**config.mk**
```make
export PLATFORM = sky130hd
export DESIGN_NAME = miriscv_alu_arbiter_flat
export DESIGN_NICKNAME = d
export VERILOG_FILES = /design/src/rtl/miriscv_alu_arbiter_if.sv /design/src/rtl/miriscv_alu_arbiter.sv /design/src/flat_wrapper.sv
export SDC_FILE = /design/constraint.sdc
export NUM_CORES = 1
export LEC_CHECK = 0
export BUFFER_PORTS_ARGS = -buffer_cell sky130_fd_sc_hd__buf_2
export CORE_UTILIZATION = 43
export CTS_CLUSTER_SIZE = 25
export DETAILED_ROUTE_END_ITERATION = 12
export HOLD_SLACK_MARGIN = 0.08
export PLACE_DENSITY = 0.8
export SLEW_MARGIN = 10
export SYNTH_ARGS = -nofsm -noshare
export SYNTH_HDL_FRONTEND = slang
export SYNTH_SLANG_ARGS = --single-unit
export TNS_END_PERCENT = 50
```
**constraint.sdc**
```tcl
create_clock -name clk_i -period 1.6 [get_ports clk_i]
set_input_delay 0.16 -clock clk_i [delete_from_list [all_inputs] [get_ports clk_i]]
set_output_delay 0.16 -clock clk_i [all_outputs]
set_load 0.02 [all_outputs]
```
**src/rtl/miriscv_alu_arbiter_if.sv**
```systemverilog
// Request/response and ALU-side signal bundle for miriscv_alu_arbiter.
// The slave modport is the arbiter's view; master is the requesters/ALU side.
`ifndef ALU_OP_WIDTH
`define ALU_OP_WIDTH 5
`endif

interface miriscv_alu_arbiter_if;
    logic                     req0_valid_i;
    logic                     req0_ready_o;
    logic [`ALU_OP_WIDTH-1:0] req0_op_i;
    logic [31:0]              req0_a_i;
    logic [31:0]              req0_b_i;
    logic                     rsp0_valid_o;
    logic                     rsp0_ready_i;
    logic [31:0]              rsp0_result_o;
    logic                     rsp0_flag_o;

    logic                     req1_valid_i;
    logic                     req1_ready_o;
    logic [`ALU_OP_WIDTH-1:0] req1_op_i;
    logic [31:0]              req1_a_i;
    logic [31:0]              req1_b_i;
    logic                     rsp1_valid_o;
    logic                     rsp1_ready_i;
    logic [31:0]              rsp1_result_o;
    logic                     rsp1_flag_o;

    logic [`ALU_OP_WIDTH-1:0] alu_operator_o;
    logic [31:0]              alu_operand_a_o;
    logic [31:0]              alu_operand_b_o;
    logic [31:0]              alu_result_i;
    logic                     alu_flag_i;

    modport slave (
        input  req0_valid_i, req0_op_i, req0_a_i, req0_b_i, rsp0_ready_i,
        output req0_ready_o, rsp0_valid_o, rsp0_result_o, rsp0_flag_o,
        input  req1_valid_i, req1_op_i, req1_a_i, req1_b_i, rsp1_ready_i,
        output req1_ready_o, rsp1_valid_o, rsp1_result_o, rsp1_flag_o,
        output alu_operator_o, alu_operand_a_o, alu_operand_b_o,
        input  alu_result_i, alu_flag_i
    );

    modport master (
        output req0_valid_i, req0_op_i, req0_a_i, req0_b_i, rsp0_ready_i,
        input  req0_ready_o, rsp0_valid_o, rsp0_result_o, rsp0_flag_o,
        output req1_valid_i, req1_op_i, req1_a_i, req1_b_i, rsp1_ready_i,
        input  req1_ready_o, rsp1_valid_o, rsp1_result_o, rsp1_flag_o,
        input  alu_operator_o, alu_operand_a_o, alu_operand_b_o,
        output alu_result_i, alu_flag_i
    );
endinterface

```
**src/rtl/miriscv_alu_arbiter.sv**
```systemverilog
// Round-robin sharing of one external ALU between two requesters via an operand
// stage (S1) and a response stage (S2). Optional counters: MIRISCV_ALU_ARB_STATS_EN.
`ifndef ALU_OP_WIDTH
`define ALU_OP_WIDTH 5
`endif

module miriscv_alu_arbiter #(
    parameter logic RR_RESET_PTR = 1'b0
) (
    input  logic        clk_i,
    input  logic        rst_i,
`ifdef MIRISCV_ALU_ARB_STATS_EN
    output logic [31:0] grant0_cnt_o,
    output logic [31:0] grant1_cnt_o,
    output logic [31:0] stall_cnt_o,
`endif
    miriscv_alu_arbiter_if.slave bus
);
    logic                     s1_valid_r;
    logic                     s1_owner_r;
    logic [`ALU_OP_WIDTH-1:0] s1_op_r;
    logic [31:0]              s1_a_r;
    logic [31:0]              s1_b_r;
    logic                     s2_valid_r;
    logic                     s2_owner_r;
    logic [31:0]              s2_result_r;
    logic                     s2_flag_r;
    logic                     ptr_r;

    logic s2_fire_s, s1_adv_s, s1_free_s, grant0_s, grant1_s;

    assign s2_fire_s = s2_valid_r & (s2_owner_r ? bus.rsp1_ready_i : bus.rsp0_ready_i);
    assign s1_adv_s  = s1_valid_r & (~s2_valid_r | s2_fire_s);
    assign s1_free_s = ~s1_valid_r | s1_adv_s;

    // Round-robin grant; only when S1 can take a new operation and not in reset.
    always_comb begin
        grant0_s = 1'b0;
        grant1_s = 1'b0;
        if (rst_i || !s1_free_s) begin
            grant0_s = 1'b0;
            grant1_s = 1'b0;
        end else if (bus.req0_valid_i && bus.req1_valid_i) begin
            grant0_s = ~ptr_r;
            grant1_s = ptr_r;
        end else if (bus.req0_valid_i) begin
            grant0_s = 1'b1;
        end else if (bus.req1_valid_i) begin
            grant1_s = 1'b1;
        end else begin
            grant0_s = 1'b0;
            grant1_s = 1'b0;
        end
    end

    assign bus.req0_ready_o = grant0_s;
    assign bus.req1_ready_o = grant1_s;

    // Drive the ALU from S1; all-zero while the operand stage is empty.
    always_comb begin
        bus.alu_operator_o  = {`ALU_OP_WIDTH{1'b0}};
        bus.alu_operand_a_o = 32'd0;
        bus.alu_operand_b_o = 32'd0;
        if (s1_valid_r) begin
            bus.alu_operator_o  = s1_op_r;
            bus.alu_operand_a_o = s1_a_r;
            bus.alu_operand_b_o = s1_b_r;
        end else begin
            bus.alu_operator_o  = {`ALU_OP_WIDTH{1'b0}};
        end
    end

    // Route the S2 result to its owner only; the other port reads zero.
    always_comb begin
        bus.rsp0_valid_o  = s2_valid_r & ~s2_owner_r;
        bus.rsp1_valid_o  = s2_valid_r & s2_owner_r;
        bus.rsp0_result_o = (s2_valid_r & ~s2_owner_r) ? s2_result_r : 32'd0;
        bus.rsp0_flag_o   = s2_valid_r & ~s2_owner_r & s2_flag_r;
        bus.rsp1_result_o = (s2_valid_r & s2_owner_r) ? s2_result_r : 32'd0;
        bus.rsp1_flag_o   = s2_valid_r & s2_owner_r & s2_flag_r;
    end

    // Pipeline and pointer update; reset discards anything in flight.
    always_ff @(posedge clk_i) begin
        if (rst_i) begin
            s1_valid_r  <= 1'b0;
            s1_owner_r  <= 1'b0;
            s1_op_r     <= {`ALU_OP_WIDTH{1'b0}};
            s1_a_r      <= 32'd0;
            s1_b_r      <= 32'd0;
            s2_valid_r  <= 1'b0;
            s2_owner_r  <= 1'b0;
            s2_result_r <= 32'd0;
            s2_flag_r   <= 1'b0;
            ptr_r       <= RR_RESET_PTR;
        end else begin
            if (grant0_s || grant1_s) begin
                s1_valid_r <= 1'b1;
                s1_owner_r <= grant1_s;
                s1_op_r    <= grant1_s ? bus.req1_op_i : bus.req0_op_i;
                s1_a_r     <= grant1_s ? bus.req1_a_i  : bus.req0_a_i;
                s1_b_r     <= grant1_s ? bus.req1_b_i  : bus.req0_b_i;
                ptr_r      <= grant0_s;
            end else if (s1_adv_s) begin
                s1_valid_r <= 1'b0;
            end
            if (s1_adv_s) begin
                s2_valid_r  <= 1'b1;
                s2_owner_r  <= s1_owner_r;
                s2_result_r <= bus.alu_result_i;
                s2_flag_r   <= bus.alu_flag_i;
            end else if (s2_fire_s) begin
                s2_valid_r <= 1'b0;
            end
        end
    end

`ifdef MIRISCV_ALU_ARB_STATS_EN
    logic [31:0] grant0_cnt_r, grant1_cnt_r, stall_cnt_r;
    logic        stall_s;

    assign stall_s = (bus.req0_valid_i | bus.req1_valid_i) & ~(grant0_s | grant1_s);

    // Free-running wrap-around event counters.
    always_ff @(posedge clk_i) begin
        if (rst_i) begin
            grant0_cnt_r <= 32'd0;
            grant1_cnt_r <= 32'd0;
            stall_cnt_r  <= 32'd0;
        end else begin
            if (grant0_s) grant0_cnt_r <= grant0_cnt_r + 32'd1;
            if (grant1_s) grant1_cnt_r <= grant1_cnt_r + 32'd1;
            if (stall_s)  stall_cnt_r  <= stall_cnt_r + 32'd1;
        end
    end

    assign grant0_cnt_o = grant0_cnt_r;
    assign grant1_cnt_o = grant1_cnt_r;
    assign stall_cnt_o  = stall_cnt_r;
`endif
endmodule

```
**src/flat_wrapper.sv**
```systemverilog
// flat-port wrapper written by rule: the top's interface ports become plain ports
module miriscv_alu_arbiter_flat 
#(
    parameter logic RR_RESET_PTR = 1'b0
)
  (clk_i, rst_i, bus_req0_valid_i, bus_req0_op_i, bus_req0_a_i, bus_req0_b_i, bus_rsp0_ready_i, bus_req0_ready_o, bus_rsp0_valid_o, bus_rsp0_result_o, bus_rsp0_flag_o, bus_req1_valid_i, bus_req1_op_i, bus_req1_a_i, bus_req1_b_i, bus_rsp1_ready_i, bus_req1_ready_o, bus_rsp1_valid_o, bus_rsp1_result_o, bus_rsp1_flag_o, bus_alu_operator_o, bus_alu_operand_a_o, bus_alu_operand_b_o, bus_alu_result_i, bus_alu_flag_i);
  miriscv_alu_arbiter_if bus_i ();
  input  logic clk_i;
  input  logic rst_i;
  input wire logic [$bits(bus_i.req0_valid_i)-1:0] bus_req0_valid_i;
  input wire logic [$bits(bus_i.req0_op_i)-1:0] bus_req0_op_i;
  input wire logic [$bits(bus_i.req0_a_i)-1:0] bus_req0_a_i;
  input wire logic [$bits(bus_i.req0_b_i)-1:0] bus_req0_b_i;
  input wire logic [$bits(bus_i.rsp0_ready_i)-1:0] bus_rsp0_ready_i;
  output wire logic [$bits(bus_i.req0_ready_o)-1:0] bus_req0_ready_o;
  output wire logic [$bits(bus_i.rsp0_valid_o)-1:0] bus_rsp0_valid_o;
  output wire logic [$bits(bus_i.rsp0_result_o)-1:0] bus_rsp0_result_o;
  output wire logic [$bits(bus_i.rsp0_flag_o)-1:0] bus_rsp0_flag_o;
  input wire logic [$bits(bus_i.req1_valid_i)-1:0] bus_req1_valid_i;
  input wire logic [$bits(bus_i.req1_op_i)-1:0] bus_req1_op_i;
  input wire logic [$bits(bus_i.req1_a_i)-1:0] bus_req1_a_i;
  input wire logic [$bits(bus_i.req1_b_i)-1:0] bus_req1_b_i;
  input wire logic [$bits(bus_i.rsp1_ready_i)-1:0] bus_rsp1_ready_i;
  output wire logic [$bits(bus_i.req1_ready_o)-1:0] bus_req1_ready_o;
  output wire logic [$bits(bus_i.rsp1_valid_o)-1:0] bus_rsp1_valid_o;
  output wire logic [$bits(bus_i.rsp1_result_o)-1:0] bus_rsp1_result_o;
  output wire logic [$bits(bus_i.rsp1_flag_o)-1:0] bus_rsp1_flag_o;
  output wire logic [$bits(bus_i.alu_operator_o)-1:0] bus_alu_operator_o;
  output wire logic [$bits(bus_i.alu_operand_a_o)-1:0] bus_alu_operand_a_o;
  output wire logic [$bits(bus_i.alu_operand_b_o)-1:0] bus_alu_operand_b_o;
  input wire logic [$bits(bus_i.alu_result_i)-1:0] bus_alu_result_i;
  input wire logic [$bits(bus_i.alu_flag_i)-1:0] bus_alu_flag_i;
  assign bus_i.req0_valid_i = bus_req0_valid_i;
  assign bus_i.req0_op_i = bus_req0_op_i;
  assign bus_i.req0_a_i = bus_req0_a_i;
  assign bus_i.req0_b_i = bus_req0_b_i;
  assign bus_i.rsp0_ready_i = bus_rsp0_ready_i;
  assign bus_req0_ready_o = bus_i.req0_ready_o;
  assign bus_rsp0_valid_o = bus_i.rsp0_valid_o;
  assign bus_rsp0_result_o = bus_i.rsp0_result_o;
  assign bus_rsp0_flag_o = bus_i.rsp0_flag_o;
  assign bus_i.req1_valid_i = bus_req1_valid_i;
  assign bus_i.req1_op_i = bus_req1_op_i;
  assign bus_i.req1_a_i = bus_req1_a_i;
  assign bus_i.req1_b_i = bus_req1_b_i;
  assign bus_i.rsp1_ready_i = bus_rsp1_ready_i;
  assign bus_req1_ready_o = bus_i.req1_ready_o;
  assign bus_rsp1_valid_o = bus_i.rsp1_valid_o;
  assign bus_rsp1_result_o = bus_i.rsp1_result_o;
  assign bus_rsp1_flag_o = bus_i.rsp1_flag_o;
  assign bus_alu_operator_o = bus_i.alu_operator_o;
  assign bus_alu_operand_a_o = bus_i.alu_operand_a_o;
  assign bus_alu_operand_b_o = bus_i.alu_operand_b_o;
  assign bus_i.alu_result_i = bus_alu_result_i;
  assign bus_i.alu_flag_i = bus_alu_flag_i;
  miriscv_alu_arbiter #(.RR_RESET_PTR(RR_RESET_PTR)) u_core (.clk_i(clk_i), .rst_i(rst_i), .bus(bus_i));
endmodule
```
==> summary.txt, run 1 <==
Layout
  • Area delta synth->final: 60.4%
  • Most common cell after layout, fill and taps aside: buf_2
  • Util after Layout: 70.6%
  • Fin cells: 1,370
  • Filler cells: 1,048
  • Final nets: 1,354
  • Commonest non-fill, non-tap cells in the layout: 280 x buf_2, 104 x dfxtp_1, 100 x and2_1, 99 x a211oi_1, 90 x dlygate4sd3_1
  • Antenna diode count: 0
  • Share of layout cells above drive strength 1: 37.9%
  • Post-route cell area: 10,700 um2

Yosys
  • Synth Register Bits: 107
  • Mapped cell area: 6690 um2
  • Syn_nets: 985
  • Mapped Avg Cell Area: 8.28 um2
  • Synth cell types: 30
  • Yosys warns: 0
  • Seq/Total Area, Yosys: 32.0%
  • Synth Instances: 808

Worst hold path
  • Hold Crit Class: in -> reg

Power
  • Maximum vdd ir drop: 0.718 mV
  • Final Power: 7920 uW
  • Lkg Pwr: 0.00492 uW
  • Pint: 5450 uW
  • Seq pwr share: 38.9%
  • Clock group share of total power: 31.6%
  • Pwr Density: 738 nW/um2
  • Net Switching: 2480 uW
  • Switch share: 31.3%
  • Logic pwr share: 29.6%

Worst setup path
  • End of the critical path: u_core.s1_b_r[8]$_SDFFE_PP0P_
  • Startpoint Class: flop
  • Worst reg2reg startpoint: u_core.s2_owner_r$_SDFFE_PP0P_
  • CP endpoint kind: flop
  • Arr. time, crit path: 1.98 ns
  • Worst r2r dst: u_core.s1_b_r[8]$_SDFFE_PP0P_
  • FF-to-FF setup slack: -0.19 ns
  • Worst Setup SP: u_core.s2_owner_r$_SDFFE_PP0P_
  • WS Path Type: reg -> reg
  • Required time worst endpoint: 1.79 ns
  • Highest net fanout along the worst path: 35
  • R2R cell count: 5

Clocking
  • TritonCTS clock tree: yes
  • Clock transition at path regs: 0.07 ns
  • CTS root buffer: clkbuf_16
  • Clock Tree Buf Depth: 2
  • H-Tree Depth: 3
  • CTS buffer count: 9
  • Sink Count: 107
  • Skew-Pair Late Insertion Delay: 0.35 ns

Outcome
  • Outcome: complete, but fails checks
  • Failing checks: setup timing

Global route
  • Initial antenna violation count: 0
  • Gr usage total: 29.8%
  • Grt ovf: 0
  • Met2 Use GR: 51.6%
  • First-pass GRT wire length: 38.3 mm
  • Vias in the first global route: 7,483
  • GRT busiest layer: met2
  • Routing usage on met1: 36.5%
  • Routing usage on met3: 5.40%
  • Largest net degree at the start of global routing: 80

Timing
  • Final Hold Fails: 0
  • Period utilisation layout: 112%
  • Rel. slew slack: 42.3%
  • Fmax: 0.560 GHz
  • Final min period: 1.79 ns
  • Finish-stage setup viols: 50
  • Worst Skew: 0.00800 ns
  • Worst-margin pin slew: 0.865 ns
  • Final setup margin: -0.187 ns
  • Max Transition Viols Final: 0
  • RSZ-0062 raised after global routing: yes

Floorplanning
  • Die Y: 127 um
  • Starting Density: 44.0%
  • I/O pin cnt: 316
  • Die area: 16,100 um2
  • Num rows: 45
  • Core area: 15,200 um2
  • DIE WIDTH: 127 um

Drt
  • WL/cell: 19.4 um
  • WL final: 26.6 mm
  • DR DRC count: 0
  • Via count: 8,052
  • Routed Antenna Nets: 0
  • Iteration count of the initial detailed-routing pass: 7
  • Vias/cell: 5.88
  • DR iter-0 viols: 634

Flow run
  • MaxCap Viol Count: 0

Place
  • Placed cell areas: 8580 um2
  • Hpwl dp: 15.0 mm
  • Gp weighted congestion: 0.830
  • PortBufs: 315
  • Post-Place Cells: 1,254
-- cells by family (layout without fill, tap and decap cells) --
group,after synthesis,after routing,share of synthesized area [%]
simple gates,281,281,23.6
buf+inv,169,543,10.3
compound gates,215,215,28.5
mux,36,36,5.65
flops,107,107,32.0
-- layout make-up --
cell class	count	area, um2	share of cell area, %
Clock buffer	11	253	2.35
Clock inverter	5	75.1	0.699
Inverter	71	267	2.48
Multi-Input combinational cell	532	4450	41.4
Sequential cell	107	2150	20.0
Tap cell	188	235	2.19
Timing Repair Buffer	456	3310	30.8
-- timing repair --
action                                  CTS  global route
endpoints found under the setup margin  166           146
pin swaps                                 3            11
setup buffers                             2             4
resized for setup                        89            70
hold endpoints to repair                 90             0
cloned                                    2             3
hold buffers                             90             0
-- synthesized netlist by cell type --
cell / instances / area (um2)
a21boi_1: 1 / 7.51
a2111oi_1: 2 / 20.0
a21oi_1: 2 / 10.0
mux2i_1: 34 / 340
and3_1: 33 / 206
buf_6: 4 / 45.0
o2bb2ai_1: 2 / 17.5
mux2i_4: 1 / 22.5
nor2_1: 2 / 7.51
o311ai_1: 1 / 8.76
nor2b_1: 1 / 6.26
nand2_1: 70 / 263
nor3_1: 1 / 5.00
o221a_1: 1 / 11.3
inv_2: 1 / 3.75
a21bo_1: 1 / 10.0
or3_1: 69 / 432
buf_1: 1 / 3.75
o31a_1: 1 / 8.76
o311ai_0: 34 / 298
buf_2: 7 / 35.0
inv_1: 70 / 263
mux2_4: 1 / 15.0
o31ai_1: 34 / 255
clkbuf_1: 82 / 308
a2111oi_2: 32 / 480
buf_4: 4 / 30.0
dfxtp_1: 107 / 2140
and2_1: 105 / 657
a211oi_1: 104 / 781
-- worst min path at each step --
stage                     start                        endpoint  cells after the start
2_1_floorplan  bus_req1_a_i[13]  u_core.s1_a_r[13]$_SDFFE_PP0P_                      2
3_3_place_gp   bus_req1_a_i[15]  u_core.s1_a_r[15]$_SDFFE_PP0P_                      3
3_5_place_dp   bus_req1_a_i[24]  u_core.s1_a_r[24]$_SDFFE_PP0P_                      3
4_1_cts          bus_alu_flag_i   u_core.s2_flag_r$_SDFFE_PP0P_                      3
5_1_grt        bus_req1_b_i[15]  u_core.s1_b_r[15]$_SDFFE_PP0P_                      3
6_report         bus_alu_flag_i   u_core.s2_flag_r$_SDFFE_PP0P_                      3
-- metal layers --
layer / up-vias / share of wire, % / wire [um]
met4: 0 / 3.0 / 807
met3: 73 / 6.8 / 1820
met5: - / 0 / 0
met1: 3842 / 40 / 10700
met2: 458 / 50 / 13300
li1: 3679 / - / -
-- sequential cells by signal (all words and copies together), names as in the netlist --
name	count
u_core.s2_flag_r	1
u_core.s2_valid_r	1
u_core.s2_result_r	32
u_core.s1_a_r	32
u_core.ptr_r	1
u_core.s1_owner_r	1
u_core.s1_op_r	5
u_core.s2_owner_r	1
u_core.s1_b_r	32
u_core.s1_valid_r	1
-- critical path, stage by stage, from the launching register on --
cell and delay [ns]:
dfxtp_2 0.34, mux2_4 0.34, buf_4 0.15, buf_12 0.17, o31ai_1 0.51, a2111oi_4 0.12
-- power by group through the flow --
stage | Combinational [uW] | Sequential (uW) | Clock (uW)
finish | 2340 | 3080 | 2500
global route | 2490 | 3110 | 2650
CTS | 2070 | 3050 | 2520
detailed placement | 1740 | 3110 | 0
global placement | 1710 | 3100 | 0
floorplan | 1110 | 3050 | 0
-- stage by stage --
stage	setup WS [ns]	TNS (ns)	hold WS (ns)
2_1_floorplan	-0.0122	-0.289	0.294
3_5_place_dp	-0.0354	-0.389	0.407
5_1_grt	-0.199	-6.73	0.0938
6_report	-0.187	-3.30	0.0951
3_3_place_gp	0.0117	0	0.405
4_1_cts	-0.130	-4.06	0.0811
Power figures use the tool's default switching activity.
==> run 2: changes to the inputs <==
--- a/config.mk
+++ b/config.mk
@@ -10,8 +10,9 @@
 export CTS_CLUSTER_SIZE = 25
 export DETAILED_ROUTE_END_ITERATION = 12
 export HOLD_SLACK_MARGIN = 0.08
+export MAX_ROUTING_LAYER = met4
 export PLACE_DENSITY = 0.8
-export SLEW_MARGIN = 10
+export SLEW_MARGIN = 20
 export SYNTH_ARGS = -nofsm -noshare
 export SYNTH_HDL_FRONTEND = slang
 export SYNTH_SLANG_ARGS = --single-unit
==> summary.txt, run 2 (synthesized netlist as in run 1, its figures left out) <==
Outcome
  • Outcome: complete, but fails checks
  • Failing checks: setup timing

Timing
  • Finish-stage setup viols: 48 (-4.0%)
  • Final min period: 1.77 ns (-0.0116 ns)
  • Rel. slew slack: 43.1% (+0.73 points)
  • Sum of negative setup slack: -3.11 ns (+0.192 ns)
  • Period utilisation layout: 111% (-0.73 points)
  • Worst Skew: 0.00896 ns (+0.000964 ns)
  • Final Hold Fails: 0 (unchanged)
  • WHS: 0.0949 ns (-0.000179 ns)
  • Max Transition Viols Final: 0 (unchanged)
  • Fmax: 0.563 GHz (+0.65%)
  • RSZ-0062 raised after global routing: yes
  • Final setup margin: -0.175 ns (+0.0116 ns)
  • Worst-margin pin slew: 0.854 ns (-0.0110 ns)

Drt
  • DR iter-0 viols: 577 (-9.0%)
  • Iteration count of the initial detailed-routing pass: 5 (-2)
  • Routed Antenna Nets: 0 (unchanged)
  • Via count: 7,969 (-1.0%)
  • WL final: 26.3 mm (-1.0%)
  • DR DRC count: 0 (unchanged)
  • WL/cell: 19.2 um (-1.0%)
  • Vias/cell: 5.82 (-1.0%)

Worst setup path
  • CP endpoint kind: flop
  • Highest net fanout along the worst path: 35 (unchanged)
  • CP max stage delay: 0.51 ns (about the same)
  • Worst reg2reg startpoint: u_core.s2_owner_r$_SDFFE_PP0P_
  • Startpoint Class: flop
  • FF-to-FF setup slack: -0.17 ns (about the same)
  • Cells along the critical path: mux2_4, buf_4, buf_12, o31ai_1, a2111oi_4
  • Worst r2r dst: u_core.s1_b_r[8]$_SDFFE_PP0P_
  • R2R cell count: 5 (unchanged)
  • WS Path Type: reg -> reg
  • Required time worst endpoint: 1.79 ns (about the same)
  • Arr. time, crit path: 1.97 ns (about the same)
  • Slowest CP cell: o31ai_1

Power
  • Pwr Density: 738 nW/um2 (about the same)
  • Maximum vdd ir drop: 0.708 mV (-1.3%)
  • Final Power: 7890 uW (-0.40%)
  • Lkg Pwr: 0.00491 uW (-0.20%)

Clocking
  • Clock transition at path regs: 0.07 ns (about the same)
  • CTS root buffer: clkbuf_16
  • CTS buffer count: 9 (unchanged)
  • Sink Count: 107 (unchanged)
  • Skew-Pair Late Insertion Delay: 0.35 ns (about the same)
  • H-Tree Depth: 3 (unchanged)
  • TritonCTS clock tree: yes
  • Clock Tree Buf Depth: 2 (unchanged)

Worst hold path
  • Hold Crit Class: in -> reg
  • HP Start: bus_alu_flag_i
  • WHS Path Cells: 3 (unchanged)
  • Hold endpoint: u_core.s2_flag_r$_SDFFE_PP0P_

Place
  • Gp weighted congestion: 0.843 (+1.5%)
  • PortBufs: 315 (unchanged)
  • Hpwl dp: 15.0 mm (unchanged)

Layout
  • Area delta synth->final: 59.8%
  • Area of the multi-input gates: 4430 um2 (-0.51%)
  • Commonest non-fill, non-tap cells in the layout: 280 x buf_2, 104 x dfxtp_1, 100 x and2_1, 99 x a211oi_1, 90 x dlygate4sd3_1
  • Sequential cell area: 2150 um2 (unchanged)
  • Filler cells: 1,054 (+0.57%)
  • Final nets: 1,354 (unchanged)
  • Share of layout cells above drive strength 1: 37.7% (-0.17 points)
  • Antenna diode count: 0 (unchanged)
  • Largest registers: u_core.s1_a_r (32), u_core.s1_b_r (32), u_core.s2_result_r (32)
  • Most common cell after layout, fill and taps aside: buf_2
  • Util after Layout: 70.4% (-0.23 points)

Floorplanning
  • Die area: 16,100 um2 (unchanged)
  • Core area: 15,200 um2 (unchanged)
  • DIE WIDTH: 127 um (unchanged)
  • Die Y: 127 um (unchanged)
  • Starting Density: 44.0% (unchanged)
  • I/O pin cnt: 316 (unchanged)
  • Num rows: 45 (unchanged)

Flow run
  • MaxCap Viol Count: 0 (unchanged)

Global route
  • Grt ovf: 0 (unchanged)
  • Gr usage total: 30.8% (+0.95 points)
  • Vias in the first global route: 7,490 (+0.094%)
  • Largest net degree at the start of global routing: 80 (unchanged)
  • First-pass GRT wire length: 38.3 mm (+0.13%)
  • Initial antenna violation count: 0 (unchanged)
==> run 2: cell counts in the layout (fill, tap and decap cells not counted) <==
Identical to the previous run, type by type.
==> run 2: layout make-up <==
| cell class | instances | share of cell area (%) |
|---|---|---|
| clock inverters | 5 | 0.702 |
| clock buffers | 11 | 2.36 |
| flip-flops and latches | 107 | 20.1 |
| well taps | 188 | 2.20 |
| inverters | 71 | 2.49 |
| multi-input cells | 532 | 41.4 |
| repair buffers | 456 | 30.8 |
==> run 2: metrics by stage <==
step / cell area, um2 / setup slack [ns] / cells
floorplan: 6690 / -0.0122 / 808
global placement: 8580 / 0.0117 / 1254
detailed placement: 8580 / -0.0354 / 1254
CTS: 10200 / -0.130 / 1364
global route: 10700 / -0.202 / 1370
finish: 10700 / -0.175 / 1370
==> run 2: worst max path at each step <==
stage / from / end / slack [ns] / cells after the start
final: u_core.s2_owner_r$_SDFFE_PP0P_ / u_core.s1_b_r[8]$_SDFFE_PP0P_ / -0.17 / 5
after detailed placement: u_core.s2_owner_r$_SDFFE_PP0P_ / bus_req0_ready_o / -0.04 / 5
after floorplan: u_core.s2_owner_r$_SDFFE_PP0P_ / u_core.s1_op_r[1]$_SDFFE_PP0P_ / -0.01 / 5
after global routing: u_core.s2_owner_r$_SDFFE_PP0P_ / u_core.s1_b_r[8]$_SDFFE_PP0P_ / -0.20 / 5
after CTS: u_core.s2_owner_r$_SDFFE_PP0P_ / bus_req1_ready_o / -0.13 / 4
after global placement: u_core.s2_owner_r$_SDFFE_PP0P_ / bus_req0_ready_o / 0.01 / 5
==> run 2: timing repair <==
item | in CTS | in global routing
endpoints found under the hold margin | 90 | 0
pin swaps | 3 | 10
resized for setup | 89 | 64
endpoints found under the setup margin | 166 | 145
hold buffers | 90 | 0
cloned | 2 | 3
setup buffers | 2 | 4
==> run 2: power by group <==
part,internal [uW],switching (uW),total [uW]
combinational,1090,1240,2320
clock,1450,1040,2490
sequential,2900,179,3080
==> run 2: routing by layer <==
layer  track usage [%]  wire length [um]  share of wire (%)
met2              51.7             13100                 50
met3              4.98              1890                7.2
met4              12.1               748                2.8
met1              36.9             10600                 40
met5                 -                 0                  0
==> run 2: worst max-delay path, delay by kind of cell, from the launching register on <==
kind            cells  cell delay (ns)
compound gates      2             0.63
flops               1             0.34
mux                 1             0.34
buf+inv             2             0.31
==> run 3: changes to the inputs <==
--- a/config.mk
+++ b/config.mk
@@ -12,6 +12,8 @@
 export HOLD_SLACK_MARGIN = 0.08
 export MAX_ROUTING_LAYER = met4
 export PLACE_DENSITY = 0.8
+export RECOVER_POWER = 100
+export SETUP_SLACK_MARGIN = 0.3
 export SLEW_MARGIN = 20
 export SYNTH_ARGS = -nofsm -noshare
 export SYNTH_HDL_FRONTEND = slang
==> summary.txt, run 3 (synthesized netlist as in run 1, its figures left out) <==
Global route
  • Vias in the first global route: 8,789 (+17%)
  • Grt ovf: 0 (unchanged)
  • First-pass GRT wire length: 48.5 mm (+27%)
  • Largest net degree at the start of global routing: 56 (-30%)
  • Gr usage total: 40.2% (+9.4 points)
  • Initial antenna violation count: 18 (+18)

Power
  • Maximum vdd ir drop: 0.619 mV (-13%)
  • Final Power: 9820 uW (+24%)
  • Lkg Pwr: 0.00589 uW (+20%)
  • Pwr Density: 697 nW/um2 (-5.6%)

Worst setup path
  • Crit path max-delay family: buffers and inverters
  • CP endpoint kind: flop
  • FF-to-FF setup slack: -0.87 ns (-0.70 ns)
  • Required time worst endpoint: 1.81 ns (+0.02 ns)
  • R2R cell count: 9 (+4)
  • WS Path Type: reg -> reg
  • Worst r2r dst: u_core.s1_b_r[28]$_SDFFE_PP0P_
  • CP max stage delay: 0.60 ns (+0.09 ns)
  • Slowest CP cell: a2111oi_4
  • Cells along the critical path: buf_6, buf_6, buf_6, mux2i_4, buf_12, buf_6, buf_16, a211oi_2, a2111oi_4
  • Startpoint Class: flop
  • Arr. time, crit path: 2.68 ns (+0.71 ns)
  • CP most frequent cell: buf_6
  • Highest net fanout along the worst path: 11 (-69%)
  • WP buf/inv: 6 (+4)
  • Worst reg2reg startpoint: u_core.s2_owner_r$_SDFFE_PP0P_

Layout
  • Sequential cell area: 2150 um2 (+0.12%)
  • Share of layout cells above drive strength 1: 58.6% (+21 points)
  • Final nets: 1,424 (+5.2%)
  • Largest registers: u_core.s1_a_r (32), u_core.s1_b_r (32), u_core.s2_result_r (32)
  • Filler cells: 476 (-55%)
  • Fin cells: 1,467 (+7.1%)
  • Commonest non-fill, non-tap cells in the layout: 183 x buf_2, 145 x buf_6, 104 x dfxtp_1, 94 x dlygate4sd3_1, 90 x and2_4
  • Area of the multi-input gates: 5690 um2 (+28%)
  • Most common cell after layout, fill and taps aside: buf_2
  • Area delta synth->final: 111%
  • Util after Layout: 92.7% (+22 points)

Clocking
  • Sink Count: 107 (unchanged)
  • TritonCTS clock tree: yes
  • H-Tree Depth: 3 (unchanged)
  • Clock transition at path regs: 0.08 ns (about the same)
  • CTS buffer count: 9 (unchanged)
  • CTS root buffer: clkbuf_16
  • Skew-Pair Late Insertion Delay: 0.38 ns (+0.03 ns)
  • Clock Tree Buf Depth: 2 (unchanged)

Place
  • Hpwl dp: 14.8 mm (-0.93%)
  • Post-Place Worst Slack: -0.0277 ns (+0.00767 ns)
  • Gp weighted congestion: 0.820 (-2.7%)
  • Post-Place Cells: 1,250 (-0.32%)
  • PortBufs: 315 (unchanged)

Outcome
  • Outcome: complete, but fails checks
  • Failing checks: setup timing

Timing
  • Worst Skew: 0.0103 ns (+0.00129 ns)
  • Final setup margin: -0.873 ns (-0.698 ns)
  • Max Transition Viols Final: 0 (unchanged)
  • Worst-margin pin slew: 0.977 ns (+0.123 ns)
  • Finish-stage setup viols: 225 (+370%)
  • Period utilisation layout: 155% (+44 points)
  • RSZ-0062 raised after global routing: yes
  • Fmax: 0.404 GHz (-28%)
  • Rel. slew slack: 34.5% (-8.6 points)
  • Final Hold Fails: 0 (unchanged)
  • WHS: 0.0852 ns (-0.00963 ns)
  • Final min period: 2.47 ns (+0.698 ns)

Floorplanning
  • I/O pin cnt: 316 (unchanged)
  • Starting Density: 44.0% (unchanged)
  • Num rows: 45 (unchanged)
  • DIE WIDTH: 127 um (unchanged)
  • Core area: 15,200 um2 (unchanged)
  • Die area: 16,100 um2 (unchanged)
  • Die Y: 127 um (unchanged)

Drt
  • Vias/cell: 7.17 (+23%)
  • DR iter-0 viols: 1,902 (+230%)
  • Iteration count of the initial detailed-routing pass: 8 (+3)
  • Via count: 10,518 (+32%)
  • Routed Antenna Nets: 0 (unchanged)
  • WL/cell: 34.3 um (+78%)
  • DR DRC count: 0 (unchanged)
  • WL final: 50.3 mm (+91%)

Worst hold path
  • WHS Path Cells: 3 (unchanged)
  • Hold endpoint: u_core.s1_a_r[1]$_SDFFE_PP0P_
  • HP Start: bus_req0_a_i[1]
  • Hold Crit Class: in -> reg

Flow run
  • MaxCap Viol Count: 0 (unchanged)
## run 3: cell count changes in the layout (fill, tap and decap cells not counted), sizes merged
cell and change:
buf +51, diode +28, clkbuf +13, dlygate4sd3 +4, clkinv -2, bufbuf +1, bufinv +1, clkinvlp +1
## run 3: routing by layer
metal | vias up | part of all wire (%) | wire (um) | global-route usage (%)
met2 | 1348 | 40 | 20300 | 65.2
met4 | 0 | 12 | 5800 | 24.6
met1 | 4765 | 32 | 15900 | 45.4
met3 | 551 | 16 | 8270 | 8.65
met5 | - | 0 | 0 | -
li1 | 3854 | - | - | -
## run 3: power by group
group / leakage (uW) / internal [uW] / switching [uW]
registers: 0.000890 / 2900 / 328
clock network: 0.000159 / 1530 / 1200
logic: 0.00484 / 1830 / 2040
## run 3: final cells by class
class | instances | share of cell area [%]
Multi-Input combinational cell | 532 | 40.3
Timing Repair Buffer | 526 | 38.0
Sequential cell | 107 | 15.2
Inverter | 71 | 1.89
Tap cell | 188 | 1.67
Clock buffer | 10 | 1.62
Clock inverter | 5 | 0.728
Antenna cell | 28 | 0.497
## run 3: how the worst max path moves through the flow
| stage | from | to | slack, ns | depth (start not counted) |
|---|---|---|---|---|
| 3_3_place_gp | u_core.s2_owner_r$_SDFFE_PP0P_ | u_core.s1_b_r[1]$_SDFFE_PP0P_ | 0.02 | 4 |
| 6_report | u_core.s2_owner_r$_SDFFE_PP0P_ | u_core.s1_b_r[28]$_SDFFE_PP0P_ | -0.87 | 9 |
| 3_5_place_dp | u_core.s2_owner_r$_SDFFE_PP0P_ | u_core.s1_b_r[14]$_SDFFE_PP0P_ | -0.03 | 4 |
| 4_1_cts | u_core.s2_owner_r$_SDFFE_PP0P_ | bus_req1_ready_o | -0.25 | 5 |
| 5_1_grt | u_core.s2_owner_r$_SDFFE_PP0P_ | u_core.s1_b_r[28]$_SDFFE_PP0P_ | -0.84 | 9 |
| 2_1_floorplan | u_core.s2_owner_r$_SDFFE_PP0P_ | u_core.s1_b_r[10]$_SDFFE_PP0P_ | 0.04 | 5 |
## run 3: worst reg2reg max path, stage by stage, from the launching register on
cell	delay [ns]
dfxtp_2	0.36
buf_6	0.10
buf_6	0.13
buf_6	0.11
mux2i_4	0.32
buf_12	0.20
buf_6	0.13
buf_16	0.15
a211oi_2	0.19
a2111oi_4	0.61
## run 3: timing repair
item,4_1_cts,5_1_grt
endpoints found under the setup margin,245,246
gates cloned,19,19
resized for setup,457,232
pin swaps,20,46
hold buffers,94,0
endpoints found under the hold margin,94,0
setup buffers,24,18
## run 3: through the flow
stage | setup TNS (ns) | cell area (um2)
after global routing | -54.55 | 14100
after global placement | 0 | 8650
after floorplan | 0 | 6790
after CTS | -18.43 | 12100
final | -50.70 | 14100
after detailed placement | -0.0600 | 8650
